`config.mk`:
```
export PLATFORM = sky130hd
export DESIGN_NAME = speed_meter
export DESIGN_NICKNAME = d
export VERILOG_FILES = /design/src/rtl/motor_pkg.sv /design/src/rtl/quad_decoder.sv /design/src/rtl/speed_meter.sv
export SDC_FILE = /design/constraint.sdc
export NUM_CORES = 1
export LEC_CHECK = 0
export BUFFER_PORTS_ARGS = -buffer_cell sky130_fd_sc_hd__buf_2
export CORE_ASPECT_RATIO = 0.8
export CORE_MARGIN = 4
export CORE_UTILIZATION = 65
export CTS_CLUSTER_SIZE = 40
export DETAILED_ROUTE_END_ITERATION = 8
export PLACE_DENSITY_LB_ADDON = 0.3
export SYNTH_ARGS = -nofsm -noshare
export SYNTH_HDL_FRONTEND = slang
export SYNTH_SLANG_ARGS = --single-unit
```
`constraint.sdc`:
```
create_clock -name clk -period 7.8 [get_ports clk]
set_input_delay 0.39 -clock clk [delete_from_list [all_inputs] [get_ports clk]]
set_output_delay 0.39 -clock clk [all_outputs]
set_load 0.005 [all_outputs]
```
`src/rtl/motor_pkg.sv`:
```
// Shared types and constants for the motor-control speed path.
package motor_pkg;

    localparam int SPEED_W   = 8;
    localparam int SPEED_MAX = 127;
    localparam int SPEED_MIN = -127;

    typedef logic [1:0] quad_t;

    typedef enum logic [1:0] {
        QD_NONE,
        QD_INC,
        QD_DEC,
        QD_ILLEGAL
    } quad_delta_t;

    // Symmetric clamp: -128 is never produced so the consumer can negate freely.
    function automatic logic signed [SPEED_W-1:0] sat_speed(input logic signed [31:0] i_val);
        if (i_val > SPEED_MAX) begin
            return SPEED_W'(SPEED_MAX);
        end else if (i_val < SPEED_MIN) begin
            return SPEED_W'(SPEED_MIN);
        end else begin
            return SPEED_W'(i_val);
        end
    endfunction

endpackage

```
`src/rtl/quad_decoder.sv`:
```
// Encoder A/B synchroniser, post-reset priming and quadrature transition decode.
module quad_decoder
    import motor_pkg::*;
(
    input  logic        clk,
    input  logic        reset,
    input  logic        i_enc_a,
    input  logic        i_enc_b,
    output quad_delta_t o_delta
);

    quad_t r_sync1;
    quad_t r_sync2;
    quad_t r_q_prev;
    logic  r_primed;

    // NOTE: state registers use non-blocking assignments so every flop samples pre-edge values.
    always_ff @(posedge clk) begin
        if (reset) begin
            r_sync1  <= '0;
            r_sync2  <= '0;
            r_q_prev <= '0;
            r_primed <= 1'b0;
        end else begin
            r_sync1  <= {i_enc_a, i_enc_b};
            r_sync2  <= r_sync1;
            r_q_prev <= r_sync2;
            r_primed <= 1'b1;
        end
    end

    // NOTE: o_delta is assigned a default before the case so no latch is inferred.
    always_comb begin
        o_delta = QD_NONE;
        if (r_primed) begin
            case ({r_q_prev, r_sync2})
                4'b00_01, 4'b01_11, 4'b11_10, 4'b10_00: o_delta = QD_INC;
                4'b01_00, 4'b11_01, 4'b10_11, 4'b00_10: o_delta = QD_DEC;
                4'b00_11, 4'b11_00, 4'b01_10, 4'b10_01: o_delta = QD_ILLEGAL;
                default:                                o_delta = QD_NONE;
            endcase
        end
    end

endmodule

```
`src/rtl/speed_meter.sv`:
```
// Windowed quadrature speed measurement producing signed 8-bit ticks per window.
// Optional two-sample averaging of the published speed: define SPEED_AVG_EN.
module speed_meter
    import motor_pkg::*;
#(
    parameter int WINDOW_CYCLES = 1048576,
    parameter int ACC_W         = 16
) (
    input  logic                      clk,
    input  logic                      reset,
    input  logic                      encA,
    input  logic                      encB,
    output logic signed [SPEED_W-1:0] measuredSpeed,
    output logic                      sampleValid,
    output logic                      illegalStep
);

    localparam int CNT_W = $clog2(WINDOW_CYCLES);
    localparam logic [CNT_W-1:0]       CNT_LAST = CNT_W'(WINDOW_CYCLES - 1);
    localparam logic signed [ACC_W:0]  ACC_MAX  = {2'b00, {(ACC_W-1){1'b1}}};
    localparam logic signed [ACC_W:0]  ACC_MIN  = -ACC_MAX;

    quad_delta_t                w_delta;
    logic signed [ACC_W:0]      w_step;
    logic signed [ACC_W:0]      w_sum;
    logic signed [ACC_W:0]      w_clamped;
    logic signed [ACC_W-1:0]    w_acc_next;
    logic signed [SPEED_W-1:0]  w_sample;
    logic signed [SPEED_W-1:0]  w_out;
    logic                       w_terminal;

    logic [CNT_W-1:0]           r_cnt;
    logic signed [ACC_W-1:0]    r_acc;
    logic signed [SPEED_W-1:0]  r_speed;
    logic                       r_valid;
    logic                       r_illegal;

    quad_decoder u_quad_decoder (
        .clk     (clk),
        .reset   (reset),
        .i_enc_a (encA),
        .i_enc_b (encB),
        .o_delta (w_delta)
    );

    // One extra bit of headroom lets the clamp see the overflow before it happens.
    always_comb begin
        w_step = '0;
        case (w_delta)
            QD_INC:  w_step = (ACC_W+1)'(1);
            QD_DEC:  w_step = -(ACC_W+1)'(1);
            default: w_step = '0;
        endcase
        w_sum     = {r_acc[ACC_W-1], r_acc} + w_step;
        w_clamped = w_sum;
        if (w_sum > ACC_MAX) begin
            w_clamped = ACC_MAX;
        end else if (w_sum < ACC_MIN) begin
            w_clamped = ACC_MIN;
        end
    end

    assign w_acc_next = w_clamped[ACC_W-1:0];
    assign w_sample   = sat_speed(32'(w_acc_next));
    assign w_terminal = (r_cnt == CNT_LAST);

`ifdef SPEED_AVG_EN
    logic signed [SPEED_W-1:0] r_s_prev;
    logic signed [SPEED_W:0]   w_avg_sum;

    // Taking the top bits of the 9-bit sum is an arithmetic shift, rounding toward -inf.
    assign w_avg_sum = {w_sample[SPEED_W-1], w_sample} + {r_s_prev[SPEED_W-1], r_s_prev};
    assign w_out     = w_avg_sum[SPEED_W:1];

    always_ff @(posedge clk) begin
        if (reset) begin
            r_s_prev <= '0;
        end else if (w_terminal) begin
            r_s_prev <= w_sample;
        end
    end
`else
    assign w_out = w_sample;
`endif

    always_ff @(posedge clk) begin
        if (reset) begin
            r_cnt     <= '0;
            r_acc     <= '0;
            r_speed   <= '0;
            r_valid   <= 1'b0;
            r_illegal <= 1'b0;
        end else begin
            r_valid <= w_terminal;
            if (w_delta == QD_ILLEGAL) begin
                r_illegal <= 1'b1;
            end
            if (w_terminal) begin
                r_cnt   <= '0;
                r_acc   <= '0;
                r_speed <= w_out;
            end else begin
                r_cnt   <= r_cnt + 1'b1;
                r_acc   <= w_acc_next;
            end
        end
    end

    assign measuredSpeed = r_speed;
    assign sampleValid   = r_valid;
    assign illegalStep   = r_illegal;

endmodule

```
* Word-level counts from Yosys, hierarchy flattened
Memory sizes are Yosys's and may differ from the RTL's. A register that Yosys moved wholly into a read port is not among the register bits.
Index checks and enable logic that the tools add are counted.
W data, S select, Z words.
** Operators by class
- Magnitude comparators :: 4
- Reductions and logical operators :: 1
- Equal/unequal tests :: 4
- Add/sub/neg operators :: 2
- Muxes and demuxes :: 8
** Operators with widths (count)
- $pmux W17 S2 :: 1
- $mux W16 :: 2
- $add A20 B1 Y20 const B :: 1
- $eq A20 B20 Y1 const B :: 1
- $add A17 B17 Y17 :: 1
- $gt A17 B16 Y1 const B :: 1
- $lt A17 B16 Y1 const B :: 1
- $gt A16 B8 Y1 const B :: 1
- $lt A16 B8 Y1 const B :: 1
- $mux W8 :: 2
- $eq A2 B2 Y1 const B :: 2
- $mux W4 :: 1
- $eq A2 B1 Y1 const B :: 1
- $mux W2 :: 1
- $reduce_or A2 Y1 :: 1
- $mux W1 :: 1
** Storage, ports and cells
- Word-level logic and storage cells :: 28
- Bits of input ports :: 4
- Flip-flop bits (word level) :: 51
- Memory bits (read-only) :: 32
- Memories kept :: 1
** Memory list
- (name not given) :: depth 16, width 2, read ports 1, clocked after Yosys merged registers in 1, write ports 0, RTL line quad_decoder.sv:36 : case ({r_q_prev, r_sync2})

* Logic depth before layout (Yosys ltp)
Gate-level depths: netlist of run 1.
- Depth in word-level cells :: 10
- Depth in mapped cells :: 16
- Gate-level depth less buffers :: 14

* Hierarchy
Synthesis of run 1 repeated with hierarchy kept, for this count alone.
** Unflattened totals
- Cell total of the unflattened synthesis :: 405
- Area, all modules :: 3319.4 um2
** By module, submodules not included
- speed_meter :: area each 3072.9 um2, sequential area each 920.9 um2, times used 1, cells each 380
- quad_decoder :: area each 246.5 um2, sequential area each 140.1 um2, times used 1, cells each 25

* Least setup slack after synthesis of run 1
OpenSTA, ideal clock, no wires.
- Kind :: reg-to-reg
- From :: register with a tool-made name
- To :: register r_speed[0], in the netlist measuredSpeed[0]
- Buffers on the path :: 4
- Setup slack :: 4.096 ns
- Period minus slack after synthesis :: 3.704 ns
- Library setup time :: 0.136 ns
- Data arrival time :: 3.569 ns
- Cell stages (with the launch flop) :: 17
- Cell sequence :: dfxtp_1 -> nand3b_2 -> buf_4 -> buf_2 -> buf_2 -> xnor2_1 -> ha_1 -> buf_1 -> or4_1 -> o221ai_1 -> a211oi_1 -> o31ai_1 -> a2bb2oi_1 -> or2b_1 -> a21boi_4 -> nor3b_4 -> a31oi_4
** RTL lines
- end signal, assigned :: RTL line speed_meter.sv:101 : r_speed <= w_out;
- end, declared :: RTL line speed_meter.sv:34 : logic signed [SPEED_W-1:0] r_speed;

==> results of run 1 <==
==> flip-flops by register name, indices dropped and copies added, names as in the netlist, named ones only <==
name                     flops
illegalStep                  1
measuredSpeed                8
r_acc                       16
r_cnt                       20
sampleValid                  1
u_quad_decoder.r_primed      1
u_quad_decoder.r_sync1       2
u_quad_decoder.r_sync2       2
==> logic make-up (layout without fill, tap and decap cells) <==
logic type / count (synthesis) / in the layout / share of synthesized area, %
AND/OR/NAND/NOR: 189 / 189 / 28.4
AO/OA/AOI/OAI: 113 / 113 / 23.1
flip-flops: 53 / 53 / 29.5
buffers and inverters: 39 / 30 / 4.84
XOR/XNOR: 38 / 38 / 10.1
adder cells (fa/ha/maj): 7 / 7 / 2.30
multiplexers: 6 / 6 / 1.71
==> metrics by stage <==
step	hold slack [ps]	cells	utilization, %
after global routing	305	498	71.0
after floorplan	453	445	-
after CTS	289	498	71.0
after detailed placement	463	490	69.4
after global placement	456	490	69.4
final	288	498	71.0
==> power by group through the flow <==
stage               clock, mW  combinational [mW]  sequential (mW)
floorplan                   0               0.215            0.308
global placement            0               0.210            0.352
detailed placement          0               0.214            0.352
CTS                     0.149               0.216            0.346
global route            0.162               0.239            0.354
finish                  0.149               0.220            0.350
==> cell type report <==
cell class | instances | area (um^2)
clock inverter | 1 | 7.51
tap | 62 | 77.6
inverter | 9 | 33.8
multi-input combinational | 353 | 2360
clock buffer | 7 | 76.3
sequential | 53 | 1060
fill | 410 | 1500
timing repair buffer | 13 | 65.1
==> worst paths after layout <==
path	start	end	cells after the start
max	flip-flop	measuredSpeed[0]	12
min	encB	u_quad_decoder.r_sync1[0]	2
max reg2reg	flip-flop	measuredSpeed[0]	12
min reg2reg	measuredSpeed[4]	measuredSpeed[4]	2
==> layer usage <==
metal | up-vias | track usage, %
met4 | 0 | 5.85
met1 | 1572 | 37.4
met2 | 161 | 40.9
li1 | 1605 | -
met5 | - | 0
met3 | 14 | 6.27
==> critical path: stages, from the launching register on <==
cell       delay (ps)
dfxtp_1           380
nand3b_2          700
xnor2_1           380
ha_1              360
or4_1             160
o221ai_1          230
a211oi_1          370
o31ai_1           140
a2bb2oi_1         580
or2b_1            290
a21boi_4          300
nor3b_4           280
a31oi_4           100
==> layout by cell type (no fill, tap or decap), drive strengths merged, types with 3 or more instances in the layout <==
cell,instances
a211oi,5
a21boi,4
a21oi,29
a221oi,4
a31oi,5
and2,5
and3,8
and4,3
buf,13
clkbuf,7
dfxtp,53
ha,5
inv,8
mux2i,5
nand2,38
nand2b,3
nand3,15
nand4,7
nand4b,3
nand4bb,3
nor2,56
nor2b,5
nor3,5
nor3b,3
nor4,4
o211ai,7
o21ai,22
o221ai,3
o22ai,3
o31ai,3
or2,6
or3,11
or4,7
xnor2,24
xor2,13
==> flow_metrics.py, run 1 <==
metrics = {
    "cts": {
        "cts_post_setup_buffers_inserted": 0,
        "ctsHtreeMaxLevel": 2,
        "path_clk_slew_ps": 90,
        "cts_resized": 0,
        "holdBufCountCts": 0,
        "cts_tree": "done",
        "cts_buffers": 5,
        "clock-sinks": 53,
        "clk_root_buffer_cell": "clkbuf_8",
        "clockBufferDepth": 2,
        "clk_latency_ps": 300,
    },
    "route": {
        "met3_length_um": 813,
        "wl_per_cell_um": 17.7,
        "ant_nets": 0,
        "wl_met2_um": 3810,
        "via_count": 3352,
        "drt_iter0_drc": 416,
        "drcViolationCount": 0,
        "firstDrtPassIters": 5,
        "via_per_inst": 6.73,
        "routed_wl_um": 8800,
        "highest_layer": "met4",
        "wirelength_met1_um": 4070,
    },
    "logic_synthesis": {
        "synth_fp_nets": 454,
        "yosysTopAreaCellShare_pct": 29.5,
        "postSynthAreaPerCell_um2": 8.07,
        "synth_commonest_cells": "nor2_1, dfxtp_1, nand2_1, a21oi_1, xnor2_1",
        "synth_warnings": 0,
        "synth_cells": 445,
        "yosys-top-cells-area": "dfxtp_1, nor2_1, xnor2_1",
        "synth_edf_count": 0,
        "ys_types": 85,
        "synth_top_flop_cell": "dfxtp_1",
        "synth_most_common_cell": "nor2_1",
        "syn-cell-area_um2": 3590,
        "netlist.top_cell.by_area": "dfxtp_1",
        "seq_area_frac_synth_pct": 29.5,
        "async_flop_share_pct": 0,
        "synth_seq_cells": 53,
    },
    "worst_hold_path": {
        "min_path_type": "in2reg",
    },
    "floorplan": {
        "die_area_um2": 6790,
        "die_w_um": 91.1,
        "io_pins": 14,
        "initial_utilization_pct": 69.3,
        "die_y_um": 74.5,
        "rows": 23,
        "core_um2": 5180,
    },
    "final_layout": {
        "drive_above_1_share_pct": 9.63,
        "antenna_cells": 0,
        "design_area_um2": 3680,
        "nNetsFinal": 444,
        "synthToLayoutAreaGrowth_pct": 2.40,
    },
    "timing": {
        "clock_skew_ps": 11.6,
        "post-route-period-util_pct": 56.2,
        "rsz0062_at_grt": "no",
        "drv_slew": 0,
        "hold_viol_final": 0,
        "fin_crit_ps": 4390,
        "finalSetupTns_ps": 0,
        "tightest_slew_ps": 1030,
        "fmax_mhz": 228,
        "setup_ws_ps": 3410,
        "slew_headroom_pct": 30.2,
        "setup-violations-final": 0,
    },
    "global_route": {
        "grt_max_degree": 34,
        "grt-ovfl-total": 0,
        "grt_pass1_wl_um": 14500,
        "antenna_found_initial": 0,
        "grtUsageTotal_pct": 26.3,
        "grt_pass1_vias": 2944,
    },
    "outcome": {
        "status": "finished clean",
    },
    "job": {
        "drv_cap": 0,
    },
    "setup_path": {
        "path_max_fanout": 30,
        "crit_required_ps": 7990,
        "worst-setup-path-type": "reg2reg",
        "end_kind": "flip-flop",
        "reg2reg_slack_ps": 3410,
        "critPathArrivalTime_ps": 4570,
        "critPathLaunchType": "flip-flop",
    },
    "place": {
        "globalplace.congestion": 0.991,
        "hpwl_um": 6440,
        "io_buffers": 13,
        "placed_cell_area_um2": 3590,
        "pre_cts_ws_ps": 3530,
    },
    "power": {
        "total_power_mw": 0.719,
        "power.density_nw_per_um2": 195,
        "switching_share_pct": 36.9,
        "seqPwrFrac_pct": 48.6,
        "peakVddDrop_mv": 0.155,
        "leakage_nw": 1.34,
        "p_int_mw": 0.453,
        "p_comb_share_pct": 30.6,
        "p_switching_mw": 0.266,
        "power_frac_clock_pct": 20.8,
    },
}
Note: power is estimated with default switching activity, not from simulation.
==> inputs of run 2 (changes only) <==
CORE_UTILIZATION = 56   (was 65)
clock period = 3.83 ns   (was 7.8 ns; I/O delays follow)
==> flow_metrics.py, run 2 (same netlist as run 1, synthesis figures left out) <==
metrics = {
    "outcome": {
        "status": "finished clean",
    },
    "setup_path": {
        "path_max_fanout": 7,
        "worst-setup-path-type": "reg2reg",
        "crit_required_ps": 4010,
        "end_kind": "flip-flop",
        "critPathLaunchType": "flip-flop",
        "worst_path_max_delay_cell": "or4_4",
        "worstPathCellList": "and2_1 -> ha_1 -> inv_1 -> ha_1 -> or3b_4 -> a2111oi_4 -> nor4b_1 -> or4_4 -> a222oi_1 -> and4_4 -> nand3_1 -> a21bo_2 -> a31oi_4",
        "path_common_cell": "ha_1",
        "critPathArrivalTime_ps": 3870,
        "critPathMaxStageDelay_ps": 520,
    },
    "cts": {
        "cts_buffers": 5,
        "cts_tree": "done",
        "clk_latency_ps": 310,
        "clockBufferDepth": 2,
        "ctsHtreeMaxLevel": 2,
        "clk_root_buffer_cell": "clkbuf_8",
        "holdBufCountCts": 0,
        "clock-sinks": 53,
        "cts_post_setup_buffers_inserted": 0,
        "path_clk_slew_ps": 100,
    },
    "final_layout": {
        "final_cell_mix": "nor2_1, dfxtp_1, nand2_1, a21oi_1, xnor2_1",
        "drive_above_1_share_pct": 13.4,
        "final_cells": 530,
        "top_register": "r_cnt",
        "synthToLayoutAreaGrowth_pct": 7.80,
        "antenna_cells": 0,
        "final_common_cell": "nor2_1",
        "nNetsFinal": 457,
        "largest_reg_flops": 20,
        "final_util_pct": 63.8,
    },
    "timing": {
        "rsz0062_at_grt": "yes",
        "hold_viol_final": 0,
        "post-route-period-util_pct": 96.4,
        "slew_headroom_pct": 54.1,
        "clock_skew_ps": 11.0,
        "setup-violations-final": 0,
        "whs_ps": 87.2,
        "fin_crit_ps": 3690,
        "finalSetupTns_ps": 0,
        "fmax_mhz": 271,
        "tightest_slew_ps": 687,
        "drv_slew": 0,
    },
    "route": {
        "drcViolationCount": 0,
        "ant_nets": 0,
        "routed_wl_um": 9060,
        "via_count": 3369,
        "drt_iter0_drc": 380,
        "wl_per_cell_um": 17.1,
        "via_per_inst": 6.36,
        "firstDrtPassIters": 5,
    },
    "floorplan": {
        "die_y_um": 79.6,
        "core_um2": 6070,
        "die_w_um": 97.5,
        "initial_utilization_pct": 59.2,
        "io_pins": 14,
        "rows": 25,
        "die_area_um2": 7770,
    },
    "global_route": {
        "grtUsageTotal_pct": 23.2,
        "grt_max_degree": 31,
        "grt-ovfl-total": 0,
        "antenna_found_initial": 0,
        "grt_pass1_vias": 3039,
        "grt_pass1_wl_um": 14800,
    },
    "power": {
        "switching_share_pct": 34.0,
        "peakVddDrop_mv": 0.315,
        "p_switching_mw": 0.552,
        "power_frac_clock_pct": 27.1,
        "seqPwrFrac_pct": 43.3,
        "power.density_nw_per_um2": 419,
        "p_int_mw": 1.07,
        "leakage_nw": 1.44,
        "p_comb_share_pct": 29.6,
    },
    "place": {
        "io_buffers": 13,
        "globalplace.congestion": 0.990,
        "dp.cells": 522,
        "hpwl_um": 6590,
    },
    "worst_hold_path": {
        "min_path_type": "in2reg",
    },
    "job": {
        "drv_cap": 0,
    },
}
==> run 2: worst paths after layout <==
path                                        from                        end  slack [ps]  cells past startpoint
worst max-delay path                   flip-flop           measuredSpeed[0]         140                     13
worst max register to register         flip-flop           measuredSpeed[0]         140                     13
worst min-delay path                        encB  u_quad_decoder.r_sync1[0]          90                      2
worst min register to register  measuredSpeed[2]           measuredSpeed[2]         490                      2
==> run 2: power by group through the flow <==
stage / clock, mW / combinational [mW] / sequential, mW
after floorplan: 0 / 0.437 / 0.628
after global placement: 0 / 0.458 / 0.711
after detailed placement: 0 / 0.463 / 0.712
after CTS: 0.445 / 0.467 / 0.699
after global routing: 0.467 / 0.524 / 0.712
final: 0.439 / 0.481 / 0.703
==> run 2: layout make-up <==
cell class                      count  area [um^2]
Inverter                            9         33.8
Timing Repair Buffer               26          175
Sequential cell                    53         1060
Clock inverter                      3         65.1
Multi-Input combinational cell    353         2370
Fill cell                         513         2200
Tap cell                           81          101
Clock buffer                        5         68.8
==> run 2: routing by layer <==
layer  vias up  GRT usage (%)  wire length, um
met3         8           4.89              731
met2       136           34.7             3950
met1      1598           34.6             4300
met5         -              0                0
li1       1627              -                -
met4         0           4.29               72
==> run 2: timing repair <==
| item | CTS | global route |
|---|---|---|
| endpoints found under the setup margin | 0 | 19 |
| resized for setup | 0 | 4 |
| hold endpoints to repair | 0 | 0 |
==> run 2: stage by stage <==
stage | setup slack, ps | total power, mW | instance area [um^2]
detailed placement | 136 | 1.17 | 3730
global placement | 251 | 1.17 | 3730
floorplan | 126 | 1.06 | 3590
global route | -6.18 | 1.70 | 3870
CTS | 72.9 | 1.61 | 3860
finish | 138 | 1.62 | 3870
==> run 2: worst max-delay path: cells and delay by family, from the launching register on <==
family	cells	cell delay [ps]
DFF	1	370
buffers and inverters	1	60
AOI/OAI and AO/OA	4	1010
and+or+nand+nor	6	1620
adders and majority gates	2	510
